==> config.mk <==
export PLATFORM = sky130hd
export DESIGN_NAME = instr_prefetch_queue
export DESIGN_NICKNAME = d
export VERILOG_FILES = /design/src/rtl/spm_isa_pkg.sv /design/src/rtl/sync_fifo_ptr.sv /design/src/rtl/instr_prefetch_queue.sv
export SDC_FILE = /design/constraint.sdc
export NUM_CORES = 1
export LEC_CHECK = 0
export ABC_CLOCK_PERIOD_IN_PS = 6700
export BUFFER_PORTS_ARGS = -buffer_cell sky130_fd_sc_hd__buf_2
export CORE_MARGIN = 2
export CORE_UTILIZATION = 55
export CTS_CLUSTER_DIAMETER = 50
export CTS_CLUSTER_SIZE = 10
export DETAILED_ROUTE_END_ITERATION = 8
export PLACE_DENSITY = 0.86
export SLEW_MARGIN = 10
export SYNTH_ARGS = -nofsm -noshare
export SYNTH_HDL_FRONTEND = slang
export SYNTH_HIERARCHICAL = 1
export SYNTH_SLANG_ARGS = --single-unit
==> constraint.sdc <==
create_clock -name clk -period 6.7 [get_ports clk]
set_clock_uncertainty 0.05 [all_clocks]
set_input_delay 0.335 -clock clk [delete_from_list [all_inputs] [get_ports clk]]
set_output_delay 0.335 -clock clk [all_outputs]
set_load 0.1 [all_outputs]
==> src/rtl/spm_isa_pkg.sv <==
// Shared ISA definitions for the simple processor model: field widths,
// opcode encoding and helpers that split an instruction word into fields.
package spm_isa_pkg;

  localparam int unsigned OPCODE_W = 4;
  localparam int unsigned REG_W    = 2;
  localparam int unsigned ISA_W    = OPCODE_W + 2 * REG_W;

  typedef enum logic [OPCODE_W-1:0] {
    OP_NOP  = 4'h0,
    OP_ADD  = 4'h1,
    OP_SUB  = 4'h2,
    OP_AND  = 4'h3,
    OP_NOT  = 4'h4,
    OP_RD   = 4'h5,
    OP_WR   = 4'h6,
    OP_BR   = 4'h7,
    OP_BRZ  = 4'h8,
    OP_HALT = 4'hF
  } opcode_e;

  // Opcode occupies the MSBs of the word.
  function automatic logic [OPCODE_W-1:0] op_field(input logic [ISA_W-1:0] w);
    return w[ISA_W-1 -: OPCODE_W];
  endfunction

  function automatic logic [REG_W-1:0] src_field(input logic [ISA_W-1:0] w);
    return w[2*REG_W-1 -: REG_W];
  endfunction

  function automatic logic [REG_W-1:0] dest_field(input logic [ISA_W-1:0] w);
    return w[REG_W-1:0];
  endfunction

endpackage

==> src/rtl/sync_fifo_ptr.sv <==
// Pointer/occupancy tracker for a power-of-two FIFO.
// Ports: clk, rst (sync, active-high), clear (sync flush), push/pop (already
// qualified by caller), wr_ptr/rd_ptr (wrap modulo DEPTH), count, full, empty.
module sync_fifo_ptr #(
  parameter  int unsigned DEPTH = 4,
  localparam int unsigned AW    = $clog2(DEPTH),
  localparam int unsigned CW    = $clog2(DEPTH + 1)
) (
  input  logic          clk,
  input  logic          rst,
  input  logic          clear,
  input  logic          push,
  input  logic          pop,
  output logic [AW-1:0] wr_ptr,
  output logic [AW-1:0] rd_ptr,
  output logic [CW-1:0] count,
  output logic          full,
  output logic          empty
);

  logic [CW-1:0] count_nxt;

  // Simultaneous push and pop leave occupancy unchanged.
  always_comb begin
    count_nxt = count;
    case ({push, pop})
      2'b10:   count_nxt = count + CW'(1);
      2'b01:   count_nxt = count - CW'(1);
      default: count_nxt = count;
    endcase
  end

  // Pointers wrap naturally because DEPTH is a power of two.
  always_ff @(posedge clk) begin
    if (rst || clear) begin
      wr_ptr <= '0;
      rd_ptr <= '0;
      count  <= '0;
      full   <= 1'b0;
      empty  <= 1'b1;
    end else begin
      if (push) wr_ptr <= wr_ptr + AW'(1);
      if (pop)  rd_ptr <= rd_ptr + AW'(1);
      count <= count_nxt;
      full  <= (count_nxt == CW'(DEPTH));
      empty <= (count_nxt == '0);
    end
  end

endmodule

==> src/rtl/instr_prefetch_queue.sv <==
// Instruction prefetch queue: DEPTH-entry FIFO fed by the memory bus, plus an
// instruction register loaded from the head on advance, with decoder fields.
// Ports: clk, rst (sync, active-high), flush; push_valid/push_ready/push_data
// from memory; advance from control; ir_out/ir_valid and opcode/src/dest to
// the decoder; count/empty/full occupancy; underflow sticky error flag.
module instr_prefetch_queue
  import spm_isa_pkg::*;
#(
  parameter  int unsigned WORD_SIZE = 8,
  parameter  int unsigned OPCODE_W  = spm_isa_pkg::OPCODE_W,
  parameter  int unsigned REG_W     = spm_isa_pkg::REG_W,
  parameter  int unsigned DEPTH     = 4,
  localparam int unsigned AW        = $clog2(DEPTH),
  localparam int unsigned CW        = $clog2(DEPTH + 1)
) (
  input  logic                 clk,
  input  logic                 rst,
  input  logic                 flush,
  input  logic                 push_valid,
  output logic                 push_ready,
  input  logic [WORD_SIZE-1:0] push_data,
  input  logic                 advance,
  output logic [WORD_SIZE-1:0] ir_out,
  output logic                 ir_valid,
  output logic [OPCODE_W-1:0]  opcode,
  output logic [REG_W-1:0]     src,
  output logic [REG_W-1:0]     dest,
  output logic [CW-1:0]        count,
  output logic                 empty,
  output logic                 full,
  output logic                 underflow
);

  if (WORD_SIZE != OPCODE_W + 2 * REG_W) begin : g_bad_word
    $error("WORD_SIZE must equal OPCODE_W + 2*REG_W");
  end
  if (DEPTH < 2 || (DEPTH & (DEPTH - 1)) != 0) begin : g_bad_depth
    $error("DEPTH must be a power of two and at least 2");
  end

  logic [WORD_SIZE-1:0] mem [DEPTH];
  logic [AW-1:0]        wr_ptr;
  logic [AW-1:0]        rd_ptr;
  logic                 push_fire;
  logic                 pop_fire;

  // Flush outranks both push and advance.
  assign push_fire  = push_valid && !full && !flush;
  assign pop_fire   = advance && !empty && !flush;
  assign push_ready = !full;

  sync_fifo_ptr #(.DEPTH(DEPTH)) u_ptr (
    .clk    (clk),
    .rst    (rst),
    .clear  (flush),
    .push   (push_fire),
    .pop    (pop_fire),
    .wr_ptr (wr_ptr),
    .rd_ptr (rd_ptr),
    .count  (count),
    .full   (full),
    .empty  (empty)
  );

  // Storage is not reset; only the pointers define valid contents.
  always_ff @(posedge clk) begin
    if (push_fire) mem[wr_ptr] <= push_data;
  end

  // Instruction register and sticky underflow; no bypass from push_data.
  always_ff @(posedge clk) begin
    if (rst || flush) begin
      ir_out    <= '0;
      ir_valid  <= 1'b0;
      underflow <= 1'b0;
    end else if (advance) begin
      if (!empty) begin
        ir_out   <= mem[rd_ptr];
        ir_valid <= 1'b1;
      end else begin
        ir_valid  <= 1'b0;
        underflow <= 1'b1;
      end
    end
  end

  assign opcode = ir_out[WORD_SIZE-1 -: OPCODE_W];
  assign src    = ir_out[2*REG_W-1 -: REG_W];
  assign dest   = ir_out[REG_W-1:0];

endmodule

# Word-level counts from Yosys, hierarchy flattened
# Memory sizes are Yosys's and may differ from the RTL's. A register that Yosys moved wholly into a read port is not among the register bits.
# Index checks and enable logic that the tools add are counted.
# Widths: inputs -> output; s select.
# totals
ram_bits	32
reg_bits	11
inputBits	13
elab_cells	31
n_memories	1
# classes
n_reduce_logical	11
bitwise_logic	1
add_sub_neg	4
eq_ne	3
muxes	4
# memory_table
name	depth	word_bits	rd	rd_ports_with_merged_regs	wr	line	rtl
mem	4	8	1	1	1	instr_prefetch_queue.sv:41	logic [WORD_SIZE-1:0] mem [DEPTH];
# ops
cell	count
$pmux 3 s2	1
$add 2x1->2 const B	2
$logic_and 1x1->1	4
$reduce_and 2->1	2
$add 3x1->3 const B	1
$eq 3x3->1 const B	1
$logic_not 1->1	3
$logic_not 3->1	1
$mux 1	3
$sub 3x1->3 const B	1
$eq 2x1->1 const B	1
$eq 2x2->1 const B	1
$logic_or 1x1->1	1
$not 1->1	1

# Longest topological paths before layout
# depth
word_depth	6
mapped_depth	10

# Hierarchy
# Netlist, hierarchy kept.
# by_module_without_submodules
mod	cells_per_inst	seq_area_each_um2	area_per_inst_um2	instances
instr_prefetch_queue	94	1161.1	1617.8	1
sync_fifo_ptr	43	180.2	402.9	1

# Least setup slack after synthesis
# Ideal clock, no wire load.
# synth_timing
path_type	reg2reg
start	register u_ptr.empty
end	register u_ptr.full
t_arrival_ps	2668
setup_time_ps	70
required_ps	6580
path_slack_ps	3912
stages_incl_launch_ff	10
period_less_slack_ps	2788
path_cell_list	dfxtp_1 -> nand2b_1 -> buf_4 -> nor2_1 -> ha_1 -> inv_1 -> fa_1 -> xor2_1 -> or4_4 -> a21oi_2
# synth_between
elab_chain_len	6
# synth_lines
item	line	rtl
from (decl)	sync_fifo_ptr.sv:18	output logic empty
from (signal assigned)	sync_fifo_ptr.sv:46	empty <= (count_nxt == '0);
$logic_not 1->1 *	--	
$logic_and 1x1->1 * (2 in a row)	instr_prefetch_queue.sv:49	assign pop_fire = advance && !empty && !flush;
net pop_fire	instr_prefetch_queue.sv:45	logic pop_fire;
$eq 2x1->1 / $eq 2x2->1 (equally long branches)	sync_fifo_ptr.sv:26	case ({push, pop})
$pmux 3 s2 *	sync_fifo_ptr.sv:26	
$eq 3x3->1 *	sync_fifo_ptr.sv:45	full <= (count_nxt == CW'(DEPTH));
to (signal assigned)	sync_fifo_ptr.sv:45	
to (decl)	sync_fifo_ptr.sv:17	output logic full,
# The timed path passes the listed nets; every way through them passes the cells marked *.
# A chain may end at the register's enable or synchronous reset.

# Final worst setup path
# Same ends and word-level chain as after synthesis.

==> metrics.yaml <==
synth:
  syn_inst: 137
  synthTopCellsByArea: "edfxtp_1 (48%), dfxtp_1 (19%), mux4_2 (8.9%)"
  yosys_warnings: 6
  synth.avg_cell_area_um2: 14.7
  synthArstFlopShare_pct: 0
  ys_seq_area_share_pct: 66.4
  synth.largest_area_cell: "edfxtp_1"
  synth_nets: 152
  synth-edff-count: 32
  synth_seq_cells: 51
  synth_commonest_cells: "edfxtp_1 (32), dfxtp_1 (19), nor2_1 (19), buf_4 (9)"
  syn-cell-area_mm2: 0.00202
  ys_types: 30
  post-synth-top-count-cell: "edfxtp_1"
  synth_top_area_share_pct: 47.6
  synth_flop_cell: "edfxtp_1"
finish:
  area_growth_pct: 13.5
  nNetsFinal: 182
  fillCellCount: 250
  fin_util_pct: 63.6
  diodes: 0
  drive_above_1_share_pct: 33.9
  fin_area_mm2: 0.00229
timing:
  rsz0062_at_grt: "false"
  fin_crit_ns: 2.73
  finalMaxSlewViolations: 0
  finalHoldViolCount: 0
  tns_ns: 0
  max_freq_ghz: 0.367
  setup_viol: 0
  finalCritPeriodShare_pct: 40.7
  max_slew_margin_pct: 51.4
  worst_slew_pin_slew_ns: 0.726
run:
  maxCapViolations: 0
worst_setup_path:
  critPathMaxStageDelay_ns: 0.46
  worst_setup_path_end_kind: "flop"
  start_kind: "flop"
  cp.arrival_ns: 2.92
  critPathMaxFanout: 9
  worst_path_max_delay_cell: "or4_4"
  crit_chain: "nand2b_1 > nor2_1 > ha_1 > inv_1 > fa_1 > xor2_1 > or4_4 > a21oi_2"
  criticalPathCategory: "reg2reg"
  cp.required_ns: 6.89
placement:
  place_hpwl_mm: 2.32
  routabilityCongestion: 0.786
  postPlaceCellArea_mm2: 0.00217
  portBuffers: 36
floorplan:
  dieArea_mm2: 0.00418
  core_mm2: 0.00361
  initial_utilization_pct: 56.0
  rows: 22
  die_w_um: 64.6
  pin_count: 37
  fp.dieH_um: 64.6
clock_tree:
  clockBufferDepth: 2
  cts_tree: "yes"
  clkSinkCount: 51
  postCtsResizedCells: 0
  clock-root-buffer: "clkbuf_8"
  cts_buffers: 5
  path_clk_slew_ns: 0.09
  postCtsSetupRepairBufs: 0
  ctsHtreeMaxLevel: 2
  cts-hold-fix-buffers: 0
  clk_latency_ns: 0.30
outcome:
  status: "complete, no violations"
grt:
  grt_pass1_wl_mm: 5.45
  grt_antenna_before_repair: 0
  grt.total_usage_pct: 18.7
  grt_pass1_vias: 1150
  overflow: 0
  grt_max_degree: 16
routing:
  dr.pass1.iters: 4
  drtAntennaViolNets: 0
  drc: 0
  wl_per_cell_um: 15.7
  drt_iter0_markers: 58
  vias_per_cell: 5.20
  vias: 1124
  drt-total-wl_mm: 3.39
power:
  cellPowerDensity_mw_per_mm2: 261
  p_leak_nw: 0.919
  irDropWorstVdd_mv: 0.145
worst_hold_path:
  hold_class: "in2reg"
final cells by class:
type | count | area (µm²) | area share (%)
Sequential cell | 51 | 1340 | 58.5
Multi-Input combinational cell | 66 | 564 | 24.6
Timing Repair Buffer | 37 | 188 | 8.18
Clock inverter | 2 | 35.0 | 1.53
Clock buffer | 6 | 82.6 | 3.60
Inverter | 6 | 22.5 | 0.982
Tap cell | 48 | 60.1 | 2.62
per-stage QoR:
step	cells	power [W]	setup slack, ns	hold slack (ns)
after floorplan	137	0.000378	3.91	0.380
after global placement	208	0.000387	4.15	0.395
after detailed placement	208	0.000389	4.02	0.409
after CTS	216	0.000605	3.97	0.187
after global routing	216	0.000622	3.81	0.179
final	216	0.000599	3.97	0.194
path summary, 6_finish.rpt:
kind / start / to / slack, ns / cells past startpoint
setup / recovery: u_ptr/empty / u_ptr/full / 3.97 / 8
hold / removal: push_data[2] / mem[2][2] / 0.19 / 1
setup reg to reg: u_ptr/empty / u_ptr/full / 3.97 / 8
hold reg to reg: underflow / underflow / 0.44 / 2
registers in the layout, indices dropped and copies added (netlist names):
name	flops
ir_out	8
ir_valid	1
mem	32
u_ptr/count	3
u_ptr/empty	1
u_ptr/full	1
u_ptr/rd_ptr	2
u_ptr/wr_ptr	2
underflow	1
power by group:
part           switching, W  internal (W)  total (W)
logic             0.0000301     0.0000114  0.0000414
registers        0.00000268      0.000338   0.000341
clock network     0.0000964      0.000121   0.000217
cell families after synthesis:
family          Yosys count  synth area share, %
compound gates            8                 2.79
xor+xnor                  6                 2.60
fa+ha+maj                 2                 1.61
buf+inv                  20                 5.94
flops                    51                 66.4
mux                      16                 12.9
simple gates             34                 7.80
critical path, delay by kind of cell (launching register included):
family	cells	cell delay [ns]
simple gates	3	1.21
fa+ha+maj	2	0.66
flops	1	0.34
xor+xnor	1	0.20
compound gates	1	0.14
buf+inv	1	0.07
layer usage:
layer	wire length (µm)	GRT usage, %	vias to the layer above
li1	-	-	537
met1	1360	20.8	547
met2	1820	32.4	31
met3	125	6.77	9
met4	82	7.98	0
met5	0	0	-
placed cells by master, fill, tap and decap left out, drive strengths merged:
cell type	count
buf	37
edfxtp	32
nor2	19
dfxtp	19
mux4	8
mux2i	8
inv	6
clkbuf	6
nand2	5
xor2	4
a21oi	3
nor3b	2
a211oi	2
xnor2	2
nor3	2
or2	2
and3	1
nand2b	1
clkinv	1
bufinv	1
o211ai	1
or4	1
nor2b	1
o21a	1
o31ai	1
fa	1
ha	1
No activity file was read; power rests on OpenSTA's default activity.
